### config.mk
export PLATFORM = sky130hd
export DESIGN_NAME = serial_adder
export DESIGN_NICKNAME = d
export VERILOG_FILES = /design/src/rtl/serial_adder_pkg.sv /design/src/rtl/fa_bit.sv /design/src/rtl/serial_adder.sv
export SDC_FILE = /design/constraint.sdc
export NUM_CORES = 1
export LEC_CHECK = 0
export BUFFER_PORTS_ARGS = -buffer_cell sky130_fd_sc_hd__clkbuf_2
export CORE_MARGIN = 2
export CORE_UTILIZATION = 47
export DETAILED_ROUTE_END_ITERATION = 10
export GPL_ROUTABILITY_DRIVEN = 0
export GPL_TIMING_DRIVEN = 0
export PLACE_DENSITY = 0.74
export SLEW_MARGIN = 5
export SYNTH_ARGS = -nofsm -noshare
export SYNTH_HDL_FRONTEND = slang
export SYNTH_SLANG_ARGS = --single-unit
### constraint.sdc
create_clock -name clk -period 1.15 [get_ports clk]
set_input_delay 0.0575 -clock clk [delete_from_list [all_inputs] [get_ports clk]]
set_output_delay 0.0575 -clock clk [all_outputs]
set_load 0.01 [all_outputs]
### src/rtl/serial_adder_pkg.sv
// Shared types and sizing helpers for the bit-serial adder.
package serial_adder_pkg;

    typedef enum logic [1:0] {
        IDLE = 2'd0,
        RUN  = 2'd1,
        DONE = 2'd2
    } state_t;

    // Counter must be able to hold WIDTH-1 even when WIDTH = 1.
    function automatic int cnt_width(input int width);
        return $clog2(width + 1);
    endfunction

endpackage

### src/rtl/fa_bit.sv
// One-bit full adder cell.
// Latency: combinational, no state.
// Backpressure: none.
module fa_bit (
    output logic s,
    output logic cout,
    input  logic a,
    input  logic b,
    input  logic c
);

    assign s    = a ^ b ^ c;
    assign cout = (a & b) | (c & (a ^ b));

endmodule

### src/rtl/serial_adder.sv
// Bit-serial A + B + cin, LSB first, one full-adder cell plus a carry flop.
// Latency: WIDTH cycles in RUN, done pulses WIDTH edges after the accepting edge.
// Backpressure: start is ignored while busy; a start during DONE reloads back-to-back.
module serial_adder
    import serial_adder_pkg::*;
#(
    parameter int WIDTH = 8
) (
    input  logic             clk,
    input  logic             rst_n,
    input  logic             start,
    input  logic [WIDTH-1:0] a,
    input  logic [WIDTH-1:0] b,
    input  logic             cin,
    output logic             busy,
    output logic             done,
    output logic [WIDTH-1:0] sum,
    output logic             cout
);

    localparam int CW = cnt_width(WIDTH);

    state_t           state;
    logic [WIDTH-1:0] sa;
    logic [WIDTH-1:0] sb;
    logic             carry;
    logic [CW-1:0]    cnt;
    logic             cell_s;
    logic             cell_c;

    fa_bit u_fa (
        .s    (cell_s),
        .cout (cell_c),
        .a    (sa[0]),
        .b    (sb[0]),
        .c    (carry)
    );

    always_ff @(posedge clk) begin
        if (!rst_n) begin
            state <= IDLE;
            sa    <= '0;
            sb    <= '0;
            carry <= 1'b0;
            cnt   <= '0;
            busy  <= 1'b0;
            done  <= 1'b0;
            sum   <= '0;
            cout  <= 1'b0;
        end else begin
            done <= 1'b0;
            unique case (state)
                IDLE, DONE: begin
                    if (start) begin
                        sa    <= a;
                        sb    <= b;
                        carry <= cin;
                        cnt   <= '0;
                        state <= RUN;
                        busy  <= 1'b1;
                    end else begin
                        state <= IDLE;
                        busy  <= 1'b0;
                    end
                end
                RUN: begin
                    // Result bits enter at the MSB so bit 0 lands at sum[0] after WIDTH shifts.
                    sum   <= (sum >> 1) | (WIDTH'(cell_s) << (WIDTH - 1));
                    carry <= cell_c;
                    sa    <= sa >> 1;
                    sb    <= sb >> 1;
                    cnt   <= cnt + CW'(1);
                    if (cnt == CW'(WIDTH - 1)) begin
                        state <= DONE;
                        busy  <= 1'b0;
                        done  <= 1'b1;
                        cout  <= cell_c;
                    end
                end
                default: begin
                    state <= IDLE;
                    busy  <= 1'b0;
                end
            endcase
        end
    end

endmodule

==> results.py, run 1 <==
metrics = {
    "run_status": {
        "result_of_the_run": "finished clean",
    },
    "logic_synthesis": {
        "synth_largest_type_area_fraction_pct": 50.2,
        "post_synth_main_area_contributors": "dfxtp_1 50%, a21oi_1 11%, a22oi_1 8.3%",
        "synth.largest_area_cell": "dfxtp_1",
        "synth_area_per_cell_sq_um": 8.86,
        "share_of_the_yosys_chip_area_belonging_to_registers_pct": 50.2,
        "syn-instance-count": 153,
        "syn-cell-area_sq_mm": 0.00136,
        "ys_seq_elements": 34,
        "post_synth_num_cell_types": 22,
        "synth_warnings": 0,
        "synth_fp_nets": 175,
    },
    "place": {
        "hpwlAfterDp_microns": 2240,
        "placed_cell_area_sq_mm": 0.00154,
        "dp_slack_ns": -0.0532,
        "port-buffer-count": 30,
        "place_inst": 214,
    },
    "sta": {
        "fmax_ghz": 0.884,
        "setup_violations": 0,
        "setup_repair_after_global_routing_missed_its_margin": "yes",
        "finClkSkew_ns": 0.00667,
        "finalMaxSlewViolations": 0,
        "timing.final.ws_setup_ns": 0.0194,
        "post-route-period-util_pct": 98.3,
        "timing.slew.headroom_pct": 63.4,
        "tightest_slew_ns": 0.550,
        "hold_viol_final": 0,
        "final.min_clock_period_ns": 1.13,
    },
    "cts": {
        "clock_path_buffers": 2,
        "tritoncts": "yes",
        "cts.htree.levels": 2,
        "worst_skew_pair.late_latency_ns": 0.34,
        "clk_pin_slew_ns": 0.10,
        "clkSinkCount": 34,
        "cts-buffers-inserted": 5,
        "clock-root-buffer": "clkbuf_4",
    },
    "critical_path": {
        "critical_path.max_fanout": 4,
        "setup.reg_to_reg.worst_slack_ns": 0.02,
        "worstReg2RegStart": "state[1]$_SDFFE_PN0P_",
        "cp_cell_sequence": "nand2b_2, mux2_4, a211oi_2",
        "timing.reg2reg.worst_path_depth": 3,
        "worst_setup_path_start_kind": "flop",
        "category_of_the_worst_setup_path_capture_point": "flop",
        "critPathKind": "flop to flop",
        "timing.critical_path.arrival_ns": 1.39,
        "setup.worst_path.start": "state[1]$_SDFFE_PN0P_",
        "reg2reg_to": "cnt[2]$_SDFFE_PN0P_",
        "number_of_buffer_and_inverter_stages_on_the_critical_path": 0,
        "critical_path.max_stage_delay_ns": 0.33,
        "timing.critical_path.required_ns": 1.41,
        "crit_slowest_cell": "dfxtp_2",
        "critical-path-top-delay-family": "flip-flops",
    },
    "finish": {
        "finalNonFillerCells": 227,
        "finish.utilization_pct": 63.7,
        "mostFrequentLayoutCell": "clkbuf_2",
        "area_growth_syn_to_layout_pct": 29.5,
        "nFillCells": 250,
        "nets": 217,
        "antenna_cells": 0,
        "final_layout_size_suffix_gt1_share_pct": 35.2,
        "most-common-layout-cells": "30 x clkbuf_2, 28 x dfxtp_1, 26 x a21oi_1",
        "multiInputGateArea_sq_um": 652,
        "seq_area_sq_um": 691,
        "final_design_area_no_fill_sq_mm": 0.00176,
    },
    "floorplanning": {
        "fp.dieH_microns": 57.7,
        "core_area_sq_mm": 0.00276,
        "floorplan.rows": 19,
        "floorplan.die_area_sq_mm": 0.00333,
        "design.portCount": 31,
        "fp.dieW_microns": 57.7,
        "start_util_pct": 49.1,
    },
    "grt": {
        "wire_length_of_the_first_global_routing_pass_microns": 5270,
        "global_route.overflow_total": 0,
        "antenna_violations_before_repair": 0,
        "number_of_global_route_vias_before_repair": 1195,
        "largest_net_degree_at_the_start_of_global_routing": 11,
        "grt.total_usage_pct": 20.8,
    },
    "power": {
        "power.leakage_nw": 0.681,
        "ir_worst_vdd_uv": 1240,
        "power_density_mw_per_mm2": 1310,
        "p_total_w": 0.00230,
    },
    "route": {
        "post_drt_antenna_nets": 0,
        "drt-wirelength-per-cell_microns": 14.4,
        "routed-via-count": 1294,
        "drt_pass1_iterations": 4,
        "vias_per_cell": 5.70,
        "drtIter0Drc": 51,
        "drt_wl_total_microns": 3280,
        "drc": 0,
    },
    "min_path": {
        "holdPathEnd": "sb[4]$_SDFFE_PN0P_",
        "hold_class": "primary input to flop",
        "hold_path.startpoint": "b[4]",
        "holdPathStages": 3,
    },
    "flow_run": {
        "max_cap_violations": 0,
    },
}
power by group:
group	leakage, nW	switching [W]	internal, W	total [W]
clock network	0.0353	0.000390	0.000296	0.000686
registers	0.280	0.0000368	0.00123	0.00127
logic	0.365	0.000186	0.000163	0.000349
metrics by stage:
| step | hold WS [ns] | TNS, ns |
|---|---|---|
| 2_1_floorplan | 0.194 | 0 |
| 3_3_place_gp | 0.284 | -0.0138 |
| 3_5_place_dp | 0.305 | -0.279 |
| 4_1_cts | 0.00436 | 0 |
| 5_1_grt | 0.00817 | -0.137 |
| 6_report | 0.00663 | 0 |
final cells by class:
cell class | instances | area share (%)
well taps | 31 | 2.21
clock inverters | 1 | 0.285
inverters | 1 | 0.214
plain buffers | 13 | 5.84
multi-input cells | 105 | 37.1
flip-flops and latches | 34 | 39.3
clock buffers | 7 | 3.14
repair buffers | 35 | 11.8
worst max-delay path by stage:
stage                               end  cells past startpoint
floorplan            carry$_SDFFE_PN0P_                      3
global placement     carry$_SDFFE_PN0P_                      3
detailed placement  sum[5]$_SDFFE_PN0P_                      4
CTS                  carry$_SDFFE_PN0P_                      3
global route        sum[2]$_SDFFE_PN0P_                      5
finish              cnt[2]$_SDFFE_PN0P_                      3
sequential cells by signal, indices dropped and copies added (netlist names):
name and flops:
done 1, sb 8, sum 8, carry 1
cout 1, busy 1, cnt 4, sa 8
state 2
Yosys cell counts, drive strengths merged:
master	instances
ha	1
nor3	2
a22oi	15
buf	9
mux2	1
nand4	1
clkbuf	4
nor2	2
fa	1
nand3b	1
a21oi	30
inv	1
nand2b	4
nand3	21
and2b	1
dfxtp	34
a211oi	1
nand2	21
mux2i	2
nor2b	1
worst min-delay path: stages:
cell	delay [ns]
clkbuf_2	0.08
a22oi_1	0.07
a21oi_1	0.11
per-layer routing:
layer / global-route usage (%) / up-vias / routed length [microns]
li1: - / 627 / -
met1: 25.0 / 626 / 1340
met2: 35.2 / 36 / 1730
met3: 6.70 / 5 / 179
met4: 6.64 / 0 / 37
met5: 0 / - / 0
logic make-up after synthesis:
group                      count (synthesis)  synth area share (%)
AOI/OAI and AO/OA                         46                  20.3
and+or+nand+nor                           54                  18.7
DFF                                       34                  50.2
muxes                                      3                  2.59
buffers and inverters                     14                  5.72
adders and majority gates                  2                  2.40
repair_timing:
action	4_1_cts	5_1_grt
endpoints found under the setup margin	12	32
buffers inserted	1	1
hold endpoints to repair	3	0
gates resized for setup	4	31
hold buffers	3	0
pin swaps	0	4
Power figures use the tool's default switching activity.
==> inputs of run 2 (changes only) <==
--- a/config.mk
+++ b/config.mk
@@ -6,5 +6,7 @@
 export NUM_CORES = 1
 export LEC_CHECK = 0
+export ABC_AREA = 0
 export BUFFER_PORTS_ARGS = -buffer_cell sky130_fd_sc_hd__clkbuf_2
+export CORE_ASPECT_RATIO = 0.8
 export CORE_MARGIN = 2
 export CORE_UTILIZATION = 47
==> constraint.sdc (replaced) <==
create_clock -name clk -period 1.15 [get_ports clk]
set_input_delay 0 -clock clk [delete_from_list [all_inputs] [get_ports clk]]
set_output_delay 0 -clock clk [all_outputs]
set_load 0.01 [all_outputs]
==> run 2 against run 1 <==
Net effect:
- sequential share of layout area decreased by 3.8 points
- core utilization rose by 7.2 points
- maximum frequency fell by 0.73%
- sequential power barely moved
- worst setup slack worse by 0.0083 ns
- critical path depth rose by 1
- clock-buffer cell count did not move
- clock power grew 1%
- die area is essentially flat
- non-clock buffer count increased by 16
- wire length up 16%
- first-iteration DRC count grew 25%
==> results.py, run 2 (synthesis results as in run 1) <==
metrics = {
    "route": {
        "post_drt_antenna_nets": 0,
        "routedLengthMet1_microns": 1520,
        "drt_pass1_iterations": 4,
        "met3WireLength_microns": 358,
        "drt-wirelength-per-cell_microns": 15.3,
        "top_layer": "met4",
        "drt_wl_total_microns": 3820,
        "vias_per_cell": 5.46,
        "routed-via-count": 1366,
        "drc": 0,
        "drtIter0Drc": 64,
        "wire_length_on_met2_microns": 1840,
    },
    "critical_path": {
        "timing.reg2reg.worst_path_depth": 4,
        "worst_setup_path_start_kind": "flop",
        "critPathKind": "flop to flop",
        "category_of_the_worst_setup_path_capture_point": "flop",
        "reg2reg_to": "cout$_SDFFE_PN0P_",
        "timing.critical_path.arrival_ns": 1.41,
        "worstReg2RegStart": "cnt[1]$_SDFFE_PN0P_",
        "crit_path_end": "cout$_SDFFE_PN0P_",
        "setup.reg_to_reg.worst_slack_ns": 0.01,
        "setup.worst_path.start": "cnt[1]$_SDFFE_PN0P_",
        "critical_path.max_fanout": 4,
        "timing.critical_path.required_ns": 1.42,
    },
    "sta": {
        "finClkSkew_ns": 0.00926,
        "finalMaxSlewViolations": 0,
        "timing.final.ws_setup_ns": 0.0111,
        "setup_violations": 0,
        "post-route-period-util_pct": 99.0,
        "setup_repair_after_global_routing_missed_its_margin": "yes",
        "fmax_ghz": 0.878,
        "hold_viol_final": 0,
        "tightest_slew_ns": 0.252,
        "timing.slew.headroom_pct": 83.2,
        "timing.setup.tns_ns": 0,
        "final.min_clock_period_ns": 1.14,
    },
    "finish": {
        "area_growth_syn_to_layout_pct": 43.5,
        "final_layout_size_suffix_gt1_share_pct": 36.3,
        "biggestRegsByFlops": "sa: 8 flops, sb: 8 flops, sum: 8 flops",
        "antenna_cells": 0,
        "mostFrequentLayoutCell": "clkbuf_2",
        "most-common-layout-cells": "33 x clkbuf_2, 28 x a21oi_1, 28 x dfxtp_1",
        "finalNonFillerCells": 250,
        "nets": 233,
        "final_design_area_no_fill_sq_mm": 0.00194,
    },
    "power": {
        "power_density_mw_per_mm2": 1230,
        "power.leakage_nw": 0.760,
        "ir_worst_vdd_uv": 783,
    },
    "grt": {
        "largest_net_degree_at_the_start_of_global_routing": 11,
        "antenna_violations_before_repair": 0,
        "wire_length_of_the_first_global_routing_pass_microns": 5530,
        "grt.total_usage_pct": 21.8,
        "global_route.overflow_total": 0,
        "number_of_global_route_vias_before_repair": 1234,
    },
    "flow_run": {
        "max_cap_violations": 0,
    },
    "cts": {
        "clk_pin_slew_ns": 0.10,
        "clock-root-buffer": "clkbuf_4",
        "worst_skew_pair.late_latency_ns": 0.33,
        "clock_path_buffers": 2,
        "clkSinkCount": 34,
        "cts-buffers-inserted": 5,
        "tritoncts": "yes",
        "cts.htree.levels": 2,
    },
    "min_path": {
        "hold_class": "primary input to flop",
        "hold_path.startpoint": "start",
    },
    "floorplanning": {
        "design.portCount": 31,
        "core_area_sq_mm": 0.00274,
        "floorplan.rows": 17,
        "floorplan.die_area_sq_mm": 0.00333,
        "fp.dieW_microns": 64.0,
        "start_util_pct": 49.4,
        "fp.dieH_microns": 52.0,
    },
    "place": {
        "hpwlAfterDp_microns": 2180,
        "dp_slack_ns": -0.0274,
        "port-buffer-count": 30,
        "place_inst": 221,
        "placed_cell_area_sq_mm": 0.00155,
    },
    "run_status": {
        "result_of_the_run": "finished clean",
    },
}
-- run 2: repair_timing --
item,in CTS,in global routing
pin swaps,0,3
hold endpoints to repair,19,0
gates cloned,0,1
gates resized for setup,4,44
setup endpoints to repair,11,33
hold buffers,18,0
buffers inserted,1,1
-- run 2: power by group --
part	total [W]	internal (W)	switching (W)
combinational	0.000422	0.000208	0.000214
sequential	0.00128	0.00123	0.0000432
clock	0.000694	0.000296	0.000398
-- run 2: how the worst min path moves through the flow --
stage | end | cells past startpoint
floorplan | sa[7]$_SDFFE_PN0P_ | 2
global placement | sa[7]$_SDFFE_PN0P_ | 3
detailed placement | sa[7]$_SDFFE_PN0P_ | 3
CTS | cnt[1]$_SDFFE_PN0P_ | 4
global route | cnt[1]$_SDFFE_PN0P_ | 4
finish | cnt[1]$_SDFFE_PN0P_ | 4
-- run 2: stage by stage --
step | total power [W] | hold slack, ns | util (%)
2_1_floorplan | 0.00148 | 0.136 | -
3_3_place_gp | 0.00157 | 0.224 | 56.6
3_5_place_dp | 0.00158 | 0.241 | 56.6
4_1_cts | 0.00229 | 0.0406 | 65.8
5_1_grt | 0.00247 | 0.107 | 70.9
6_report | 0.00239 | 0.0971 | 70.9
-- run 2: layout make-up --
cell class / count / area, sq um
Fill cell: 216 / 800
Clock buffer: 7 / 55.1
Tap cell: 38 / 47.5
Buffer: 13 / 109
Inverter: 1 / 3.75
Clock inverter: 1 / 5.00
Multi-Input combinational cell: 105 / 668
Timing Repair Buffer: 51 / 365
Sequential cell: 34 / 691
-- run 2: worst max-delay path: stages (launching register included) --
cell and delay, ns:
dfxtp_2 0.38, ha_4 0.14, nand3b_1 0.19, nor2_2 0.18, mux2i_1 0.18
-- run 2: routing by layer --
layer / track usage (%) / up-vias
met4: 7.25 / 0
li1: - / 657
met1: 27.2 / 625
met5: 0 / -
met3: 5.84 / 13
met2: 36.8 / 71
